### src/rtl/nes_bus_pkg.sv
// Shared CPU-bus types: access sequencer states, master-index sizing and the
// default bus widths seen by the CPU memory controller and the debugger.
package nes_bus_pkg;

    typedef enum logic [1:0] {
        IDLE   = 2'd0,
        ACCESS = 2'd1,
        RESP   = 2'd2
    } bus_state_e;

    localparam int MAX_MASTERS  = 8;
    localparam int MASTER_IDX_W = $clog2(MAX_MASTERS);

    localparam int CPU_ADDR_W = 16;
    localparam int CPU_DATA_W = 8;

endpackage

### src/rtl/bus_arb_pick.sv
// Combinational winner select: lowest index wins, searching upward from ptr_i
// (wrapping) when ROTATE is set, otherwise from index 0. Zero latency.
module bus_arb_pick
    import nes_bus_pkg::*;
#(
    parameter int N      = 2,
    parameter bit ROTATE = 1'b0
) (
    input  logic [N-1:0]            req_i,
    input  logic [MASTER_IDX_W-1:0] ptr_i,
    output logic [N-1:0]            grant_o,
    output logic [MASTER_IDX_W-1:0] idx_o
);

    logic [MASTER_IDX_W-1:0] start;
    logic [2*N-1:0]          dbl;
    logic [N-1:0]            rot;
    logic [MASTER_IDX_W:0]   pos;
    logic                    found;

    always_comb begin
        start = ROTATE ? ptr_i : '0;
        // Doubling the vector turns the wrap-around search into a plain shift.
        dbl   = {req_i, req_i} >> start;
        rot   = dbl[N-1:0];
        found = 1'b0;
        pos   = '0;
        for (int k = 0; k < N; k++) begin
            if (!found && rot[k]) begin
                found = 1'b1;
                pos   = (MASTER_IDX_W+1)'(k) + {1'b0, start};
                if (pos >= (MASTER_IDX_W+1)'(N)) begin
                    pos = pos - (MASTER_IDX_W+1)'(N);
                end
            end
        end
        idx_o   = pos[MASTER_IDX_W-1:0];
        grant_o = '0;
        for (int i = 0; i < N; i++) begin
            grant_o[i] = found && (idx_o == MASTER_IDX_W'(i));
        end
    end

endmodule

### src/rtl/cpu_bus_arb.sv
// CPU-bus arbiter/sequencer: one access per MEM_LAT+2 cycles, ack MEM_LAT+1 after grant.
// Requests are held until ack; CPU_BUS_ARB_RR_EN selects round-robin over fixed priority.
module cpu_bus_arb
    import nes_bus_pkg::*;
#(
    parameter int NUM_MASTERS = 2,
    parameter int ADDR_W      = CPU_ADDR_W,
    parameter int DATA_W      = CPU_DATA_W,
    parameter int MEM_LAT     = 1
) (
    input  logic                          clk,
    input  logic                          rst,
    input  logic [NUM_MASTERS-1:0]        m_req,
    input  logic [NUM_MASTERS-1:0]        m_wr,
    input  logic [NUM_MASTERS*ADDR_W-1:0] m_addr,
    input  logic [NUM_MASTERS*DATA_W-1:0] m_wdata,
    output logic [NUM_MASTERS-1:0]        m_ack,
    output logic [DATA_W-1:0]             m_rdata,
    output logic                          m_err,
    output logic                          mem_en,
    output logic                          mem_wr,
    output logic [ADDR_W-1:0]             mem_addr,
    output logic [DATA_W-1:0]             mem_wdata,
    input  logic [DATA_W-1:0]             mem_rdata,
    input  logic                          mem_err,
    output logic                          err_valid,
    output logic [ADDR_W-1:0]             err_addr,
    output logic [MASTER_IDX_W-1:0]       err_master,
    input  logic                          err_clr
);

    localparam logic [3:0] LAT_LOAD = 4'(MEM_LAT - 1);

    bus_state_e              state_q, state_d;
    logic [3:0]              cnt_q, cnt_d;
    logic [MASTER_IDX_W-1:0] idx_q, idx_d;
    logic                    wr_q, wr_d;
    logic [ADDR_W-1:0]       addr_q, addr_d;
    logic [DATA_W-1:0]       wdata_q, wdata_d;
    logic [DATA_W-1:0]       rdata_q, rdata_d;
    logic                    rerr_q, rerr_d;
    logic                    err_valid_q, err_valid_d;
    logic [ADDR_W-1:0]       err_addr_q, err_addr_d;
    logic [MASTER_IDX_W-1:0] err_master_q, err_master_d;

    logic [NUM_MASTERS-1:0]  grant;
    logic [MASTER_IDX_W-1:0] pick_idx;
    logic [MASTER_IDX_W-1:0] rr_ptr;
    logic                    sel_wr;
    logic [ADDR_W-1:0]       sel_addr;
    logic [DATA_W-1:0]       sel_wdata;
    logic                    grant_now;

    assign grant_now = (state_q == IDLE) && (|grant);

`ifdef CPU_BUS_ARB_RR_EN
    localparam bit ROTATE = 1'b1;
    logic [MASTER_IDX_W-1:0] ptr_q, ptr_d;

    // Pointer holds the first index searched next, i.e. last winner + 1.
    always_comb begin
        ptr_d = ptr_q;
        if (grant_now) begin
            ptr_d = (pick_idx == MASTER_IDX_W'(NUM_MASTERS - 1)) ? '0 : pick_idx + 1'b1;
        end
    end

    always_ff @(posedge clk or negedge rst) begin
        if (!rst) begin
            ptr_q <= '0;
        end else begin
            ptr_q <= ptr_d;
        end
    end

    assign rr_ptr = ptr_q;
`else
    localparam bit ROTATE = 1'b0;
    assign rr_ptr = '0;
`endif

    bus_arb_pick #(
        .N      (NUM_MASTERS),
        .ROTATE (ROTATE)
    ) u_pick (
        .req_i   (m_req),
        .ptr_i   (rr_ptr),
        .grant_o (grant),
        .idx_o   (pick_idx)
    );

    always_comb begin
        sel_wr    = 1'b0;
        sel_addr  = '0;
        sel_wdata = '0;
        for (int i = 0; i < NUM_MASTERS; i++) begin
            if (pick_idx == MASTER_IDX_W'(i)) begin
                sel_wr    = m_wr[i];
                sel_addr  = m_addr[i*ADDR_W +: ADDR_W];
                sel_wdata = m_wdata[i*DATA_W +: DATA_W];
            end
        end
    end

    always_comb begin
        state_d = state_q;
        cnt_d   = cnt_q;
        idx_d   = idx_q;
        wr_d    = wr_q;
        addr_d  = addr_q;
        wdata_d = wdata_q;
        rdata_d = rdata_q;
        rerr_d  = rerr_q;
        case (state_q)
            IDLE: begin
                if (grant_now) begin
                    state_d = ACCESS;
                    idx_d   = pick_idx;
                    wr_d    = sel_wr;
                    addr_d  = sel_addr;
                    wdata_d = sel_wdata;
                    cnt_d   = LAT_LOAD;
                end
            end
            ACCESS: begin
                if (cnt_q == 4'd0) begin
                    rdata_d = mem_rdata;
                    rerr_d  = mem_err;
                    state_d = RESP;
                end else begin
                    cnt_d = cnt_q - 4'd1;
                end
            end
            RESP: begin
                state_d = IDLE;
            end
            default: begin
                state_d = IDLE;
            end
        endcase
    end

    // A fresh error beats a simultaneous clear so it is never lost.
    always_comb begin
        err_valid_d  = err_valid_q;
        err_addr_d   = err_addr_q;
        err_master_d = err_master_q;
        if ((state_q == RESP) && rerr_q && (!err_valid_q || err_clr)) begin
            err_valid_d  = 1'b1;
            err_addr_d   = addr_q;
            err_master_d = idx_q;
        end else if (err_clr) begin
            err_valid_d = 1'b0;
        end
    end

    always_ff @(posedge clk or negedge rst) begin
        if (!rst) begin
            state_q      <= IDLE;
            cnt_q        <= '0;
            idx_q        <= '0;
            wr_q         <= 1'b0;
            addr_q       <= '0;
            wdata_q      <= '0;
            rdata_q      <= '0;
            rerr_q       <= 1'b0;
            err_valid_q  <= 1'b0;
            err_addr_q   <= '0;
            err_master_q <= '0;
        end else begin
            state_q      <= state_d;
            cnt_q        <= cnt_d;
            idx_q        <= idx_d;
            wr_q         <= wr_d;
            addr_q       <= addr_d;
            wdata_q      <= wdata_d;
            rdata_q      <= rdata_d;
            rerr_q       <= rerr_d;
            err_valid_q  <= err_valid_d;
            err_addr_q   <= err_addr_d;
            err_master_q <= err_master_d;
        end
    end

    always_comb begin
        mem_en    = (state_q == ACCESS);
        mem_wr    = mem_en && wr_q;
        mem_addr  = addr_q;
        mem_wdata = wdata_q;
        m_rdata   = (state_q == RESP) ? rdata_q : '0;
        m_err     = (state_q == RESP) && rerr_q;
        m_ack     = '0;
        for (int i = 0; i < NUM_MASTERS; i++) begin
            m_ack[i] = (state_q == RESP) && (idx_q == MASTER_IDX_W'(i));
        end
    end

    assign err_valid  = err_valid_q;
    assign err_addr   = err_addr_q;
    assign err_master = err_master_q;

endmodule

### config.mk
export PLATFORM = sky130hd
export DESIGN_NAME = cpu_bus_arb
export DESIGN_NICKNAME = d
export VERILOG_FILES = /design/src/rtl/nes_bus_pkg.sv /design/src/rtl/bus_arb_pick.sv /design/src/rtl/cpu_bus_arb.sv
export SDC_FILE = /design/constraint.sdc
export NUM_CORES = 1
export LEC_CHECK = 0
export ABC_AREA = 0
export BUFFER_PORTS_ARGS = -buffer_cell sky130_fd_sc_hd__clkbuf_2
export CAP_MARGIN = 10
export CELL_PAD_IN_SITES_DETAIL_PLACEMENT = 0
export CELL_PAD_IN_SITES_GLOBAL_PLACEMENT = 2
export CORE_MARGIN = 5
export CORE_UTILIZATION = 30
export CTS_BUF_LIST = sky130_fd_sc_hd__clkbuf_8
export CTS_CLUSTER_DIAMETER = 80
export DETAILED_ROUTE_END_ITERATION = 10
export GPL_TIMING_DRIVEN = 0
export PLACE_DENSITY_LB_ADDON = 0.1
export SYNTH_ARGS = -nofsm -noshare
export SYNTH_HDL_FRONTEND = slang
export SYNTH_SLANG_ARGS = --single-unit
### constraint.sdc
create_clock -name clk -period 2 [get_ports clk]
set_input_delay 0.4 -clock clk [delete_from_list [all_inputs] [get_ports clk]]
set_output_delay 0.4 -clock clk [all_outputs]
set_load 0.02 [all_outputs]
==> results of run 1 <==
[layer usage]
metal	global-route usage, %	share of wire [%]
met1	18.3	46
met4	6.28	1.6
met3	4.16	6.7
met2	19.8	46
met5	0	0
[synth_stat cells, types with 2 or more instances]
cell type	n
a21o_1	2
a21oi_1	2
and2_1	10
buf_4	3
buf_6	2
clkbuf_1	6
dfrtp_1	59
inv_1	8
mux2_2	16
mux2_4	10
mux2i_1	27
nor2_1	3
nor2b_1	3
nor3_1	3
o21ai_0	51
o21ai_1	3
[cell usage in the layout (no fill, tap or decap), types with 2 or more instances in the layout]
cell and count:
conb_1 2, buf_4 3, clkinv_2 2, inv_1 8, o21ai_0 51, mux2_2 16, buf_6 2, clkbuf_2 118
nor2_1 3, mux2_4 10, a21o_1 2, clkbuf_8 12, mux2i_1 27, and2_1 10, dfrtp_1 59, clkbuf_1 6
nor2b_1 2, o21ai_1 3, a21oi_1 2, nor3_1 3
[state kept, by name (all words and copies together), names as in the netlist, 2 cells and up]
name       flops
rdata_q        8
mem_addr      16
mem_wdata      8
state_q        2
err_addr      16
cnt_q          4
[area by class of cell]
type,count,area (um^2)
Buffer,13,87.6
Clock buffer,12,165
Clock inverter,4,47.5
Fill cell,887,5120
Inverter,8,30.0
Multi-Input combinational cell,144,1150
Sequential cell,59,1480
Tap cell,108,135
Timing Repair Buffer,118,593
[final timing paths]
path	to	slack (ns)
setup / recovery	mem_wr	0.14
hold / removal	cnt_q[2]	0.18
setup reg to reg	err_addr[4]	0.31
hold reg to reg	rdata_q[4]	0.50
max in group asynchronous	state_q[1]	1.25
min in group clk	rdata_q[0]	0.30
[critical path, stage by stage (launching register included)]
cell	delay, ns
dfrtp_1	0.47
nand2b_4	0.19
inv_1	0.16
and2_1	0.16
clkbuf_2	0.16
[power groups by stage]
stage	logic [uW]	registers (uW)	clock network [uW]
2_1_floorplan	1130	2550	0
3_3_place_gp	2500	2100	0
3_5_place_dp	2500	2130	0
4_1_cts	2510	2110	1190
5_1_grt	2710	2190	1240
6_report	2450	2110	1140
[metrics by stage]
step | util, % | instances | power, uW | hold slack [ns] | area [um^2]
after floorplan | - | 224 | 3680 | 0.104 | 2740
after global placement | 39.3 | 450 | 4610 | 0.478 | 3460
after detailed placement | 39.3 | 450 | 4630 | 0.489 | 3460
after CTS | 41.8 | 466 | 5810 | 0.211 | 3680
after global routing | 41.8 | 466 | 6130 | 0.254 | 3680
final | 41.8 | 466 | 5700 | 0.181 | 3680
[kinds of logic (layout without fill, tap and decap cells)]
group / count (synthesis) / after routing / share of synthesized area [%]
simple gates: 25 / 25 / 6.50
mux: 53 / 53 / 22.0
flops: 59 / 59 / 54.0
other cells: 1 / 2 / 0.137
compound gates: 63 / 63 / 12.6
fa+ha+maj: 1 / 1 / 0.458
buf+inv: 21 / 155 / 4.30
==> results.tsv, run 1 <==
stage	metric	value	unit
global_route	first_global_vias	2280	
routing	drt-vias-per-instance	4.59	
global_route	track_usage	13.5	%
critical_path	critPathArrivalTime	1.46	ns
pwr	combPwrFrac	43.0	%
pwr	intPower	3420	uW
clock_network	cts_tree	built	
synthesis	ys_seq_elements	59	
final_layout	areaGrowthSynthToFinish	34.8	%
global_route	grt_antenna_before_repair	0	
timing	finalSetupViolCount	0	
critical_path	setup.worst_path.start	state_q[1]	
placement	detailedPlacementHpwl	5370	um
critical_path	crit_type	flip-flop to output pin	
floorplan	die_w	105	um
timing	timing.final.max_slew_violations	0	
floorplan	core_region_area	8810	um^2
routing	ant_nets	0	
routing	drt_wl_total	7170	um
pwr	power.ir.vdd_worst	0.501	mV
synthesis	synth_edf_count	0	
final_layout	final_layout_size_suffix_gt1_share	48.6	%
final_layout	antenna-diode-count	0	
timing	slew_at_the_pin_closest_to_its_max_slew_limit	0.849	ns
floorplan	fp.dieArea	11100	um^2
placement	io_buffer_count	118	
routing	detailedRoute.firstIterationViolations	39	
placement	gp_routability_congestion	0.657	
routing	drcViolationCount	0	
pwr	part_of_the_total_power_dissipated_in_sequential_elements	36.9	%
pwr	power.density_cell_area	1550	nW/um^2
critical_path	path_max_fanout	7	
timing	setup_repair_after_global_routing_missed_its_margin	no	
clock_network	cts_root_buffer	clkbuf_8	
min_path	path_class_of_the_lowest_slack_min_delay_path	input port to asynchronous set/reset pin	
clock_network	cts.repair.resized	1	
clock_network	number_of_buffers_created_by_cts	9	
clock_network	clkSinkCount	59	
placement	dp_slack	0.244	ns
critical_path	launch_point_of_the_worst_reg_to_reg_path	state_q[0]	
synthesis	synth_warnings	0	
synthesis	synth_top_area_share	54.0	%
synthesis	post_synth_inst_count	223	
routing	drt_pre_antenna_iters	4	
global_route	grt_first_pass_wirelength	11800	um
critical_path	reg2reg_depth	4	
pwr	power.net_switching	2280	uW
pwr	p_sw_share	40.0	%
timing	timing.slew.headroom	43.4	%
synthesis	yosys.area.top_type	dfrtp_1	
timing	timing.fmax	0.536	GHz
synthesis	synth-main-ff-cell	dfrtp_1	
floorplan	num_rows	34	
synthesis	post_synth_num_cell_types	31	
floorplan	floorplan.initialDensity	31.0	%
critical_path	category_of_the_worst_setup_path_launch_point	flip-flop	
timing	fin_crit_sh	93.2	%
synthesis	synth_sequential_area_ratio	54.0	%
run_status	run_status	finished, final reports clean	
final_layout	finish.net_count	418	
clock_network	post-cts-setup-buffer-count	0	
run	max_cap_viol_count	0	
floorplan	fp.dieH	105	um
timing	clock-skew-final	0.00620	ns
clock_network	depth_of_the_cts_h_tree	3	
timing	timing.final.crit_period	1.86	ns
timing	worst_setup_margin	0.135	ns
timing	final.setup.tns	0	ns
critical_path	worst-endpoint-required	1.60	ns
clock_network	clk_path_buf_depth	2	
routing	route.vias.total	2137	
pwr	static-leakage-power	0.00187	uW
synthesis	post_synth_main_area_contributors	dfrtp_1 54%, mux2i_1 9.9%, o21ai_0 9.3%, mux2_2 6.6%, mux2_4 5.5%	
synthesis	async_flop_share	100	%
synthesis	mappedNetlistArea	2730	um^2
routing	wl_per_cell	15.4	um
floorplan	ios	121	
clock_network	postCtsHoldBufs	0	
global_route	overflow	0	
pwr	share_of_total_power_in_the_clock_network	20.0	%
clock_network	clk-insertion-delay-late	0.33	ns
clock_network	clkSlewWorstSetupHoldPaths	0.07	ns
synthesis	syn_avg_cell_area	12.3	um^2
global_route	grt_max_degree	60	
timing	timing.final.hold_violations	0	
critical_path	timing.critical_path.to_type	output pin	
(Power assumes the default switching activity.)
==> inputs of run 2 (changes only) <==
- CELL_PAD_IN_SITES_DETAIL_PLACEMENT: 0 -> 1
- CELL_PAD_IN_SITES_GLOBAL_PLACEMENT: 2 -> 1
- CORE_UTILIZATION: 30 -> 37
==> results.tsv, run 2 (same netlist as run 1, synthesis figures left out) <==
stage	metric	value	unit	change
critical_path	category_of_the_worst_setup_path_launch_point	flip-flop		
final_layout	layout.cells.most_common	clkbuf_2		
pwr	power.net_switching	2280	uW	-0.15%
clock_network	clkSinkCount	59		unchanged
min_path	path_class_of_the_lowest_slack_min_delay_path	input port to asynchronous set/reset pin		
run_status	run_status	finished, final reports clean		
placement	detailedPlacementHpwl	5550	um	+3.4%
routing	drt-vias-per-instance	4.79		+4.4%
clock_network	clkSlewWorstSetupHoldPaths	0.07	ns	about the same
floorplan	die_w	95.9	um	-9.0%
clock_network	number_of_buffers_created_by_cts	9		unchanged
timing	clock-skew-final	0.00620	ns	+0.000000860 ns
final_layout	num-fill-cells	840		-5.3%
global_route	grt_first_pass_wirelength	11500	um	-2.9%
timing	timing.slew.headroom	44.9	%	+1.5 points
global_route	first_global_vias	2285		+0.22%
timing	final.setup.tns	0	ns	unchanged
global_route	overflow	0		unchanged
placement	gp_routability_congestion	0.733		+12%
floorplan	ios	121		unchanged
timing	timing.final.crit_period	1.85	ns	-0.0124 ns
routing	wl_per_cell	16.1	um	+4.8%
pwr	share_of_total_power_in_the_clock_network	17.6	%	-2.4 points
routing	route.vias.total	2183		+2.2%
critical_path	delay_of_the_slowest_cell_on_the_worst_path	0.47	ns	about the same
floorplan	floorplan.initialDensity	37.9	%	+6.8 points
pwr	p_sw_share	41.0	%	+0.95 points
routing	drt_pre_antenna_iters	4		unchanged
floorplan	fp.dieArea	9200	um^2	-17%
final_layout	antenna-diode-count	0		unchanged
pwr	part_of_the_total_power_dissipated_in_sequential_elements	38.0	%	+1.1 points
timing	timing.final.max_slew_violations	0		unchanged
final_layout	final_cell_area	3640	um^2	-1.2%
pwr	static-leakage-power	0.00186	uW	-0.48%
clock_network	clk_path_buf_depth	2		unchanged
critical_path	worst-endpoint-required	1.60	ns	about the same
critical_path	path_buf_inv	2		unchanged
routing	ant_nets	0		unchanged
floorplan	fp.dieH	95.9	um	-9.0%
critical_path	path_max_fanout	7		unchanged
placement	io_buffer_count	118		unchanged
clock_network	depth_of_the_cts_h_tree	3		unchanged
final_layout	most-common-layout-cells	118 x clkbuf_2, 59 x dfrtp_1, 51 x o21ai_0		
routing	drt_wl_total	7350	um	+2.6%
timing	slew_at_the_pin_closest_to_its_max_slew_limit	0.826	ns	-0.0223 ns
clock_network	cts_root_buffer	clkbuf_8		
clock_network	post-cts-setup-buffer-count	0		unchanged
pwr	power.density_cell_area	1530	nW/um^2	-1.2%
timing	timing.fmax	0.540	GHz	+0.67%
final_layout	areaGrowthSynthToFinish	33.2	%	
placement	detailed_place.area	3450	um^2	-0.33%
final_layout	final_layout_size_suffix_gt1_share	48.2	%	-0.42 points
clock_network	cts_tree	built		
timing	setup_repair_after_global_routing_missed_its_margin	no		
timing	fin_crit_sh	92.6	%	-0.62 points
floorplan	core_region_area	7210	um^2	-18%
floorplan	num_rows	31		-8.8%
critical_path	critPathSlowestCell	dfrtp_1		
global_route	track_usage	16.7	%	+3.2 points
critical_path	timing.critical_path.to_type	output pin		
critical_path	crit_type	flip-flop to output pin		
clock_network	clk-insertion-delay-late	0.33	ns	about the same
pwr	combPwrFrac	44.5	%	+1.5 points
routing	detailedRoute.firstIterationViolations	67		+72%
pwr	p_total	5560	uW	-2.5%
critical_path	critPathArrivalTime	1.45	ns	about the same
timing	finalSetupViolCount	0		unchanged
final_layout	finish.net_count	418		unchanged
critical_path	critPathTopFamily	flip-flops		
pwr	intPower	3280	uW	-4.0%
global_route	grt_antenna_before_repair	0		unchanged
global_route	grt_max_degree	60		unchanged
timing	timing.final.hold_violations	0		unchanged
run	max_cap_viol_count	0		unchanged
routing	drcViolationCount	0		unchanged
pwr	power.ir.vdd_worst	0.723	mV	+44%
critical_path	worstPathCellList	nand2b_4, inv_1, and2_1, clkbuf_2		
==> run 2: area by class of cell <==
class	instances	area [um^2]	share of cell area (%)
tap	99	124	3.40
clock inverter	3	13.8	0.378
inverter	8	30.0	0.825
sequential	59	1480	40.6
multi-input combinational	144	1150	31.6
buffer	13	87.6	2.41
clock buffer	12	165	4.54
timing repair buffer	118	593	16.3
==> run 2: path summary, 6_finish.rpt <==
kind | endpoint | startpoint | cells past startpoint | slack, ns
worst max-delay path | mem_wr | state_q[1] | 4 | 0.15
worst min-delay path | err_addr[14] | rst | 1 | 0.18
worst max register to register | err_addr[3] | state_q[0] | 4 | 0.30
worst min register to register | rdata_q[4] | rdata_q[4] | 1 | 0.50
max in group asynchronous | mem_addr[3] | rst | 1 | 1.27
min in group clk | rdata_q[6] | mem_rdata[6] | 2 | 0.30
==> run 2: repair_timing <==
action                                  in CTS  in global routing
hold buffers                                 0                  0
endpoints found under the hold margin        0                  0
resized for setup                            1                  1
pin swaps                                    0                  0
endpoints found under the setup margin      10                 10
==> run 2: routing by layer <==
metal | share of wire, % | global-route usage (%)
met5 | 0 | 0
met4 | 1.2 | 5.69
met3 | 6.9 | 6.33
met2 | 50 | 26.2
met1 | 42 | 21.3
==> run 2: metrics by stage <==
step	util [%]	hold WS [ns]	setup WS (ns)	std cells
after floorplan	-	0.104	0.467	224
after global placement	47.8	0.478	0.180	441
after detailed placement	47.9	0.489	0.225	441
after CTS	50.4	0.211	0.0129	456
after global routing	50.5	0.253	0.0477	456
final	50.5	0.183	0.148	456
==> run 2: power groups by stage <==
stage,Clock (uW),Sequential (uW),Combinational (uW)
3_3_place_gp,0,2090,2470
2_1_floorplan,0,2550,1130
4_1_cts,1010,2120,2530
6_report,976,2110,2470
5_1_grt,1050,2200,2700
3_5_place_dp,0,2130,2520
==> inputs of run 3 (changes only) <==
- CORE_UTILIZATION: 37 -> 33
- clock period: 2 -> 1.57 ns (I/O delays scaled with it)
==> results.tsv, run 3 (same netlist as run 1, synthesis figures left out) <==
stage	metric	value	unit	change
run_status	run_status	finished, violations left		
run_status	failing_checks	setup timing		
final_layout	antenna-diode-count	0		unchanged
floorplan	ios	121		unchanged
clock_network	clkSinkCount	59		unchanged
floorplan	fp.dieArea	10200	um^2	+11%
pwr	p_sw_share	37.6	%	-3.3 points
global_route	first_global_vias	2435		+6.6%
routing	m1WireLength	3340	um	+9.3%
critical_path	critPathSlowestCell	dfrtp_2		
clock_network	cts_root_buffer	clkbuf_8		
placement	io_buffer_count	118		unchanged
critical_path	delay_of_the_slowest_cell_on_the_worst_path	0.46	ns	about the same
clock_network	cts_tree	built		
floorplan	num_rows	33		+6.5%
timing	timing.final.crit_period	1.63	ns	
critical_path	worstPathCellList	nor2b_4, nor2b_1, buf_4		
global_route	grt_max_degree	60		unchanged
timing	slew_at_the_pin_closest_to_its_max_slew_limit	0.828	ns	+0.00190 ns
floorplan	core_region_area	8130	um^2	+13%
floorplan	fp.dieH	101	um	+5.3%
routing	detailedRoute.firstIterationViolations	45		-33%
clock_network	postCtsHoldBufs	0		unchanged
final_layout	final_cell_area	3960	um^2	+8.7%
pwr	intPower	5060	uW	+54%
clock_network	clk-insertion-delay-late	0.32	ns	about the same
clock_network	clkSlewWorstSetupHoldPaths	0.07	ns	about the same
timing	timing.fmax	0.615	GHz	
routing	wl_per_cell	16.5	um	+2.1%
floorplan	floorplan.initialDensity	33.6	%	-4.3 points
pwr	power.ir.vdd_worst	0.625	mV	-14%
placement	detailedPlacementHpwl	5520	um	-0.62%
critical_path	critPathArrivalTime	1.31	ns	-0.14 ns
run	max_cap_viol_count	0		unchanged
routing	drcViolationCount	0		unchanged
pwr	p_total	8120	uW	+46%
timing	clock-skew-final	0.00927	ns	+0.00306 ns
pwr	share_of_total_power_in_the_clock_network	22.2	%	+4.6 points
final_layout	areaGrowthSynthToFinish	44.8	%	
timing	fin_crit_sh	104	%	
placement	gp_routability_congestion	0.691		-5.8%
final_layout	final_layout_size_suffix_gt1_share	54.1	%	+5.9 points
global_route	track_usage	15.6	%	-1.1 points
pwr	static-leakage-power	0.00199	uW	+7.0%
timing	timing.final.hold_violations	0		unchanged
global_route	overflow	0		unchanged
timing	setup_repair_after_global_routing_missed_its_margin	yes		
routing	drt-vias-per-instance	4.74		-0.97%
global_route	grt_antenna_before_repair	0		unchanged
final_layout	layout.cells.most_common	clkbuf_2		
routing	ant_nets	0		unchanged
global_route	grt_first_pass_wirelength	12300	um	+7.5%
critical_path	category_of_the_worst_setup_path_launch_point	flip-flop		
timing	timing.final.max_slew_violations	0		unchanged
pwr	power.density_cell_area	2050	nW/um^2	+34%
critical_path	crit_type	flip-flop to output pin		
timing	timing.slew.headroom	44.8	%	-0.13 points
floorplan	die_w	101	um	+5.3%
routing	drt_wl_total	7750	um	+5.5%
routing	drt_pre_antenna_iters	4		unchanged
final_layout	most-common-layout-cells	108 x clkbuf_2, 57 x dfrtp_1, 51 x o21ai_0		
pwr	combPwrFrac	44.6	%	about the same
placement	detailed_place.area	3460	um^2	+0.22%
pwr	power.net_switching	3060	uW	+34%
critical_path	path_buf_inv	1		-1
clock_network	depth_of_the_cts_h_tree	3		unchanged
critical_path	timing.critical_path.to_type	output pin		
routing	detailroute.wirelength.met3	576	um	+13%
final_layout	finish.net_count	426		+1.9%
critical_path	critPathTopFamily	flip-flops		
timing	worst_setup_margin	-0.0559	ns	-0.203 ns
timing	finalSetupViolCount	11		+11
pwr	part_of_the_total_power_dissipated_in_sequential_elements	33.3	%	-4.7 points
routing	route.vias.total	2233		+2.3%
critical_path	worst-endpoint-required	1.26	ns	-0.34 ns
clock_network	number_of_buffers_created_by_cts	9		unchanged
clock_network	clk_path_buf_depth	2		unchanged
min_path	path_class_of_the_lowest_slack_min_delay_path	input port to asynchronous set/reset pin		
routing	top_layer	met4		
routing	route.met2.wl	3790	um	+2.5%
critical_path	path_max_fanout	7		unchanged
run 3: cell count changes in the layout (fill, tap and decap cells not counted), moves of 2 or more:
| cell | before | now |
|---|---|---|
| buf_12 | 0 | 2 |
| buf_6 | 2 | 4 |
| clkbuf_2 | 118 | 108 |
| clkbuf_8 | 12 | 9 |
| buf_8 | 1 | 9 |
| and2_1 | 10 | 0 |
| inv_4 | 0 | 2 |
| buf_4 | 3 | 11 |
| dfrtp_1 | 59 | 57 |
| dfrtp_2 | 0 | 2 |
| and2_4 | 0 | 10 |
| bufinv_16 | 0 | 4 |
| clkbuf_1 | 6 | 2 |
run 3: per-stage QoR:
| stage | setup TNS [ns] | hold slack, ns | instances | util [%] | setup slack (ns) |
|---|---|---|---|---|---|
| floorplan | 0 | 0.0184 | 224 | - | 0.109 |
| global placement | -14.85 | 0.477 | 447 | 42.5 | -0.171 |
| detailed placement | -4.23 | 0.486 | 447 | 42.5 | -0.150 |
| CTS | -0.757 | 0.135 | 468 | 47.8 | -0.101 |
| global route | -2.16 | 0.176 | 471 | 48.6 | -0.129 |
| finish | -0.399 | 0.0902 | 471 | 48.6 | -0.0559 |
run 3: worst paths after layout:
check / end / slack, ns / from / cells after the start
max in group asynchronous: state_q[0] / 0.86 / rst / 1
hold / removal: rdata_q[1] / 0.09 / rst / 1
setup / recovery: m_ack[0] / -0.06 / state_q[1] / 3
min in group clk: rdata_q[5] / 0.22 / mem_rdata[5] / 2
setup reg to reg: rdata_q[7] / 0.01 / state_q[1] / 6
hold reg to reg: cnt_q[0] / 0.51 / cnt_q[0] / 1
run 3: cell type report:
cell class / count / area (um^2)
inverters: 8 / 35.0
fillers: 917 / 4180
well taps: 105 / 131
clock buffers: 9 / 124
flip-flops and latches: 59 / 1480
clock inverters: 7 / 133
multi-input cells: 145 / 1190
repair buffers: 126 / 771
plain buffers: 12 / 95.1
run 3: per-layer routing:
metal,track usage [%],up-vias
li1,-,1059
met1,20.0,1090
met2,25.9,80
met3,4.57,4
met4,4.09,0
met5,0,-
run 3: power groups by stage:
stage	clock network [uW]	registers, uW	logic (uW)
2_1_floorplan	0	3250	1440
3_3_place_gp	0	2660	3160
3_5_place_dp	0	2710	3220
4_1_cts	1840	2710	3530
5_1_grt	1910	2820	3910
6_report	1800	2700	3620
run 3: repair_timing:
action | CTS | global route
setup endpoints to repair | 43 | 34
pin swaps | 1 | 8
setup buffers | 5 | 3
gates resized for setup | 36 | 25
cloned | 1 | 0
